$ cat src/rtl/decoder_share_arbiter.sv
// Round-robin arbiter that time-shares one combinational 4-bit -> 14-bit display
// decoder between two requesters and latches each result into a per-channel display register.
module decoder_share_arbiter #(
  parameter int DEC_WAIT = 2
) (
  input  logic        clk,
  input  logic        reset_n,
  input  logic        req0,
  input  logic [3:0]  val0,
  input  logic        req1,
  input  logic [3:0]  val1,
  output logic [3:0]  dec_in,
  input  logic [13:0] dec_out,
  output logic [1:0]  grant,
  output logic        busy,
  output logic        done0,
  output logic        done1,
  output logic [13:0] disp0,
  output logic [13:0] disp1
);

  typedef enum logic [1:0] {
    IDLE,
    DRIVE,
    DONE
  } state_t;

  localparam logic [7:0] CNT_LAST = 8'(DEC_WAIT - 1);

  state_t     state;
  logic [7:0] cnt;
  logic       last_served;
  logic       active_ch;

  always_ff @(posedge clk or negedge reset_n) begin
    if (!reset_n) begin
      state       <= IDLE;
      cnt         <= '0;
      last_served <= 1'b1;
      active_ch   <= 1'b0;
      dec_in      <= '0;
      grant       <= 2'b00;
      busy        <= 1'b0;
      done0       <= 1'b0;
      done1       <= 1'b0;
      disp0       <= '0;
      disp1       <= '0;
    end else begin
      case (state)
        IDLE: begin
          if (req0 || req1) begin
            // ch0 wins when alone, or when both ask and ch1 was served last
            if (req0 && (!req1 || last_served)) begin
              active_ch <= 1'b0;
              grant     <= 2'b01;
              dec_in    <= val0;
            end else begin
              active_ch <= 1'b1;
              grant     <= 2'b10;
              dec_in    <= val1;
            end
            cnt   <= '0;
            busy  <= 1'b1;
            state <= DRIVE;
          end
        end

        DRIVE: begin
          cnt <= cnt + 8'd1;
          if (cnt == CNT_LAST) begin
            if (active_ch) begin
              disp1 <= dec_out;
              done1 <= 1'b1;
            end else begin
              disp0 <= dec_out;
              done0 <= 1'b1;
            end
            grant       <= 2'b00;
            last_served <= active_ch;
            state       <= DONE;
          end
        end

        DONE: begin
          // requests are deliberately not sampled here; they are taken next IDLE
          done0 <= 1'b0;
          done1 <= 1'b0;
          busy  <= 1'b0;
          state <= IDLE;
        end

        default: begin
          state <= IDLE;
        end
      endcase
    end
  end

endmodule

$ cat config.mk
export PLATFORM = sky130hd
export DESIGN_NAME = decoder_share_arbiter
export DESIGN_NICKNAME = d
export VERILOG_FILES = /design/src/rtl/decoder_share_arbiter.sv
export SDC_FILE = /design/constraint.sdc
export NUM_CORES = 1
export LEC_CHECK = 0
export CORE_MARGIN = 2
export CORE_UTILIZATION = 42
export DETAILED_ROUTE_END_ITERATION = 12
export PLACE_DENSITY_LB_ADDON = 0.1
export RECOVER_POWER = 50
export SYNTH_ARGS = -nofsm -noshare
export SYNTH_HDL_FRONTEND = slang
export SYNTH_SLANG_ARGS = --single-unit
$ cat constraint.sdc
create_clock -name clk -period 2 [get_ports clk]
set_input_delay 0.2 -clock clk [delete_from_list [all_inputs] [get_ports clk]]
set_output_delay 0.2 -clock clk [all_outputs]
set_load 0.03 [all_outputs]
**Word-level counts from Yosys, hierarchy flattened**

Cells that the tools add are included.

- Input port bits: 26
- Output and inout bits: 37
- Register bits: 49

- Bitwise operators: 1
- Equal/unequal tests: 7
- Muxes and demuxes: 19
- Add/sub/neg operators: 1
- Reduce and logical (&&, ||, !) cells: 18

Operators by type and width:

| kind | number |
|---|---|
| case mux 8 bit (2 select lines) | 1 |
| AND reduction 3 bit | 5 |
| two-way mux 2 bit | 5 |
| AND reduction 2 bit | 5 |
| adder 8 x 1 -> 8 bit, second input constant | 1 |
| == test 8 x 1 -> 1 bit, second input constant | 1 |
| two-way mux 8 bit | 1 |
| != test 2 bit, second input constant | 4 |
| case mux 2 bit (2 select lines) | 2 |
| two-way mux 1 bit | 6 |
| case mux 1 bit (2 select lines) | 3 |
| nonzero test 2 bit | 3 |
| two-way mux 4 bit | 1 |
| == test 2 x 1 -> 1 bit, second input constant | 1 |
| == test 2 bit, second input constant | 1 |
| logical NOT 2 bit | 1 |
| logical OR 1 bit | 2 |
| logical AND 1 bit | 1 |
| logical NOT 1 bit | 1 |
| inverter 1 bit | 1 |

**Logic depth before layout (Yosys ltp)**

- Depth in word-level cells: 6
- Gate-level depth with buffers: 6
- Gate-level depth less buffers: 5

**Least setup slack after synthesis**

OpenSTA, ideal clock, no wires.

- Kind: register -> register
- From: register cnt[1]
- To: register disp0[10]
- Arrival: 1.936 ns
- Cell stages (with the launch flop): 7
- Path slack: -0.061 ns
- Path buffers: 1
- Setup time: 0.125 ns
- Path through: dfrtp_1 > inv_1 > ha_1 > or4b_4 > nor4_4 > buf_6 > mux2_2

- Word-level cells in the longest chain between the ends: 2

RTL lines:

| item | line | text |
|---|---|---|
| start, declared | 31 | `logic [7:0] cnt;` |
| start signal, assigned | 69 | `cnt <= cnt + 8'd1;` |
| == test 8 x 1 -> 1 bit | 70 | `if (cnt == CNT_LAST) begin` |
| AND reduction 3 bit (no source line) | -- |  |
| end signal, assigned | 75 | `disp0 <= dec_out;` |
| end, declared | 18 | `output logic [13:0] disp0,` |

Every way passes these cells.
A chain may end at the register's enable or synchronous reset.

**Final worst setup path**

- From: register cnt[1]
- To: register disp0[4]

The elaborated chain is that of the path after synthesis.

==> flow_metrics.tcl <==
set metrics [dict create \
    leakage_nw 1.28 \
    start_util_pct 43.6 \
    synth.area.mux_share_pct 17.2 \
    vias 1510 \
    worstPathCellList "inv_1, ha_1, or4b_4, nor4_4, buf_6, mux2_2" \
    drive_above_1_share_pct 21.7 \
    syn_area_mm2 0.00206 \
    ys_types 37 \
    fin_ws_ps 75.1 \
    slowest_delay_ps 490 \
    crit_path_top_delay_cell "or4b_4" \
    grt_use_total_pct 17.7 \
    finalNonFillerCells 302 \
    pre_cts_ws_ps -3.45 \
    async_reset_ff_share_pct 100 \
    clkSinkCount 49 \
    reg2reg_slack_ps 80 \
    first_pass_iters 4 \
    area_growth_pct 41.2 \
    r2r_end "disp0[4]" \
    synth_area_leader_cell "dfrtp_1" \
    diodes 0 \
    worstPathMaxFanout 7 \
    h-tree-depth 2 \
    setup_viol 0 \
    n_fill_cell 373 \
    synth_top_area_share_pct 58.3 \
    finalSetupTns_ps 0 \
    cp.arrival_ps 2110 \
    die_y_um 74.0 \
    ff2ff_path_depth 6 \
    synth_compound_area_share_pct 8.32 \
    synth_flop_cell "dfrtp_1" \
    cts_made_buffers 5 \
    drc 0 \
    slew_viol_final 0 \
    startpoint "cnt[1]" \
    portBuffers 62 \
    avgSynthCellArea_um2 13.2 \
    grt_overflow 0 \
    syn-num-nets 184 \
    outcome "complete, no violations" \
    design.core.area_mm2 0.00472 \
    synth_edf_count 0 \
    cts_root_buf "clkbuf_8" \
    maxCapViolCount 0 \
    ir_worst_vdd_mv 0.576 \
    syn_inst 156 \
    wire_per_inst_um 14.7 \
    io_pins 63 \
    final_hold_viol_count 0 \
    clock_latency_ps 300 \
    regArea_mm2 0.00123 \
    cp_num_buf_inv 2 \
    fin_util_pct 61.6 \
    post-route-min-period_ps 1920 \
    nNetsFinal 262 \
    cp.required_ps 2180 \
    fmax_mhz 520 \
    synthSimpleGateAreaFrac_pct 10.7 \
    clk_path_buf_depth 2 \
    crit_family "simple AND/OR/NAND/NOR gates" \
    place_area_mm2 0.00282 \
    grt_pass1_vias 1586 \
    ant_nets 0 \
    power_density_mw_per_mm2 1350 \
    antenna_found_initial 0 \
    die_w_um 74.0 \
    synth_common_cells "dfrtp_1, mux2_2, o21ai_0" \
    synthAdderAreaFrac_pct 1.21 \
    dieArea_mm2 0.00548 \
    period_share_pct 96.2 \
    multi_input_area_um2 781 \
    synth_most_common_cell "dfrtp_1" \
    rr_startpoint "cnt[1]" \
    synth_top_family_by_area "multiplexers" \
    synthXorXnorAreaFrac_pct 0.425 \
    grt_pass1_wl_um 7320 \
    cp-start-kind "flip-flop" \
    dp.cells 292 \
    slew_headroom_pct 30.3 \
    yosysSeqAreaShare_pct 59.6 \
    drt_wl_total_um 4450 \
    ys.warnings.count 0 \
    viasPerCell 5.00 \
    cts_tree "done" \
    place_congestion 0.835 \
    yosys_register_bits 49 \
    hold_path.class "input port to asynchronous set/reset pin" \
    final_area_mm2 0.00291 \
    cp-end-kind "flip-flop" \
    power_mw 3.93 \
    drtIter0Drc 155 \
    rows 25 \
    worst_slew_pin_slew_ps 1030 \
    yosys-top-cells-area "dfrtp_1, mux2_2, o21ai_0" \
    crit_type "flip-flop to flip-flop" \
    hpwl_um 3210 \
    path_clk_slew_ps 90 \
    hold_slack_ps 500 \
    final.setup_skew_ps 5.05 \
    grt_max_degree 32 \
]
[cells by family (layout without fill, tap and decap cells)]
group           after synthesis  in the layout
buf+inv                      11             90
xor+xnor                      1              1
flops                        49             49
fa+ha+maj                     2              2
compound gates               25             25
simple gates                 36             36
mux                          32             32
[worst max-delay path by stage]
| stage | endpoint | slack (ps) | cells past startpoint |
|---|---|---|---|
| final | disp0[4] | 80 | 6 |
| after global routing | disp0[11] | -4 | 6 |
| after detailed placement | disp0[4] | -3 | 6 |
| after floorplan | disp0[10] | -20 | 6 |
| after CTS | disp0[4] | -10 | 6 |
| after global placement | disp0[4] | 70 | 6 |
[report_power, final]
part | leakage [nW] | internal (mW) | switching [mW]
Combinational | 0.611 | 0.877 | 1.02
Clock | 0.0450 | 0.243 | 0.309
Sequential | 0.619 | 1.29 | 0.189
[registers in the layout, indices dropped and copies added (netlist names)]
| register | cells |
|---|---|
| disp0 | 14 |
| disp1 | 14 |
| cnt | 8 |
| dec_in | 4 |
| grant | 2 |
| state | 2 |
| active_ch | 1 |
| busy | 1 |
| done0 | 1 |
| done1 | 1 |
| last_served | 1 |
[metal layers]
layer | global-route usage (%) | wire length, um
met5 | 0 | 0
met4 | 7.27 | 57
met3 | 4.88 | 309
met2 | 28.6 | 2150
met1 | 22.6 | 1940
[placed cells by master (no fill, tap or decap), types with 2 or more instances in the layout]
cell / netlist / routed
and3_1: 5 / 5
nor3_1: 2 / 2
mux2i_1: 4 / 4
a221o_1: 4 / 4
a21oi_1: 2 / 2
nor2_1: 4 / 4
ha_1: 2 / 2
clkdlybuf4s50_1: 0 / 60
buf_6: 1 / 2
nand2b_1: 2 / 2
o21ai_0: 9 / 10
inv_1: 6 / 6
clkbuf_8: 0 / 5
nand2_1: 8 / 8
clkinv_2: 0 / 2
clkbuf_1: 3 / 6
nand3_1: 5 / 5
dfrtp_1: 48 / 48
mux2_2: 28 / 28
buf_4: 1 / 6
a211oi_1: 2 / 2
dlygate4sd3_1: 0 / 2
o22ai_1: 2 / 2
[repair_timing]
action,CTS,global route
setup endpoints to repair,5,14
hold buffers,1,0
gates cloned,0,0
setup buffers,0,1
gates resized for setup,0,2
endpoints found under the hold margin,28,0
pin swaps,0,1
[cell type report]
cell class	instances	area share [%]
Clock buffer	6	2.49
Clock inverter	2	0.344
Inverter	6	0.774
Multi-Input combinational cell	96	26.8
Sequential cell	49	42.2
Tap cell	67	2.88
Timing Repair Buffer	76	24.5
Note: power is estimated with default switching activity, not from simulation.
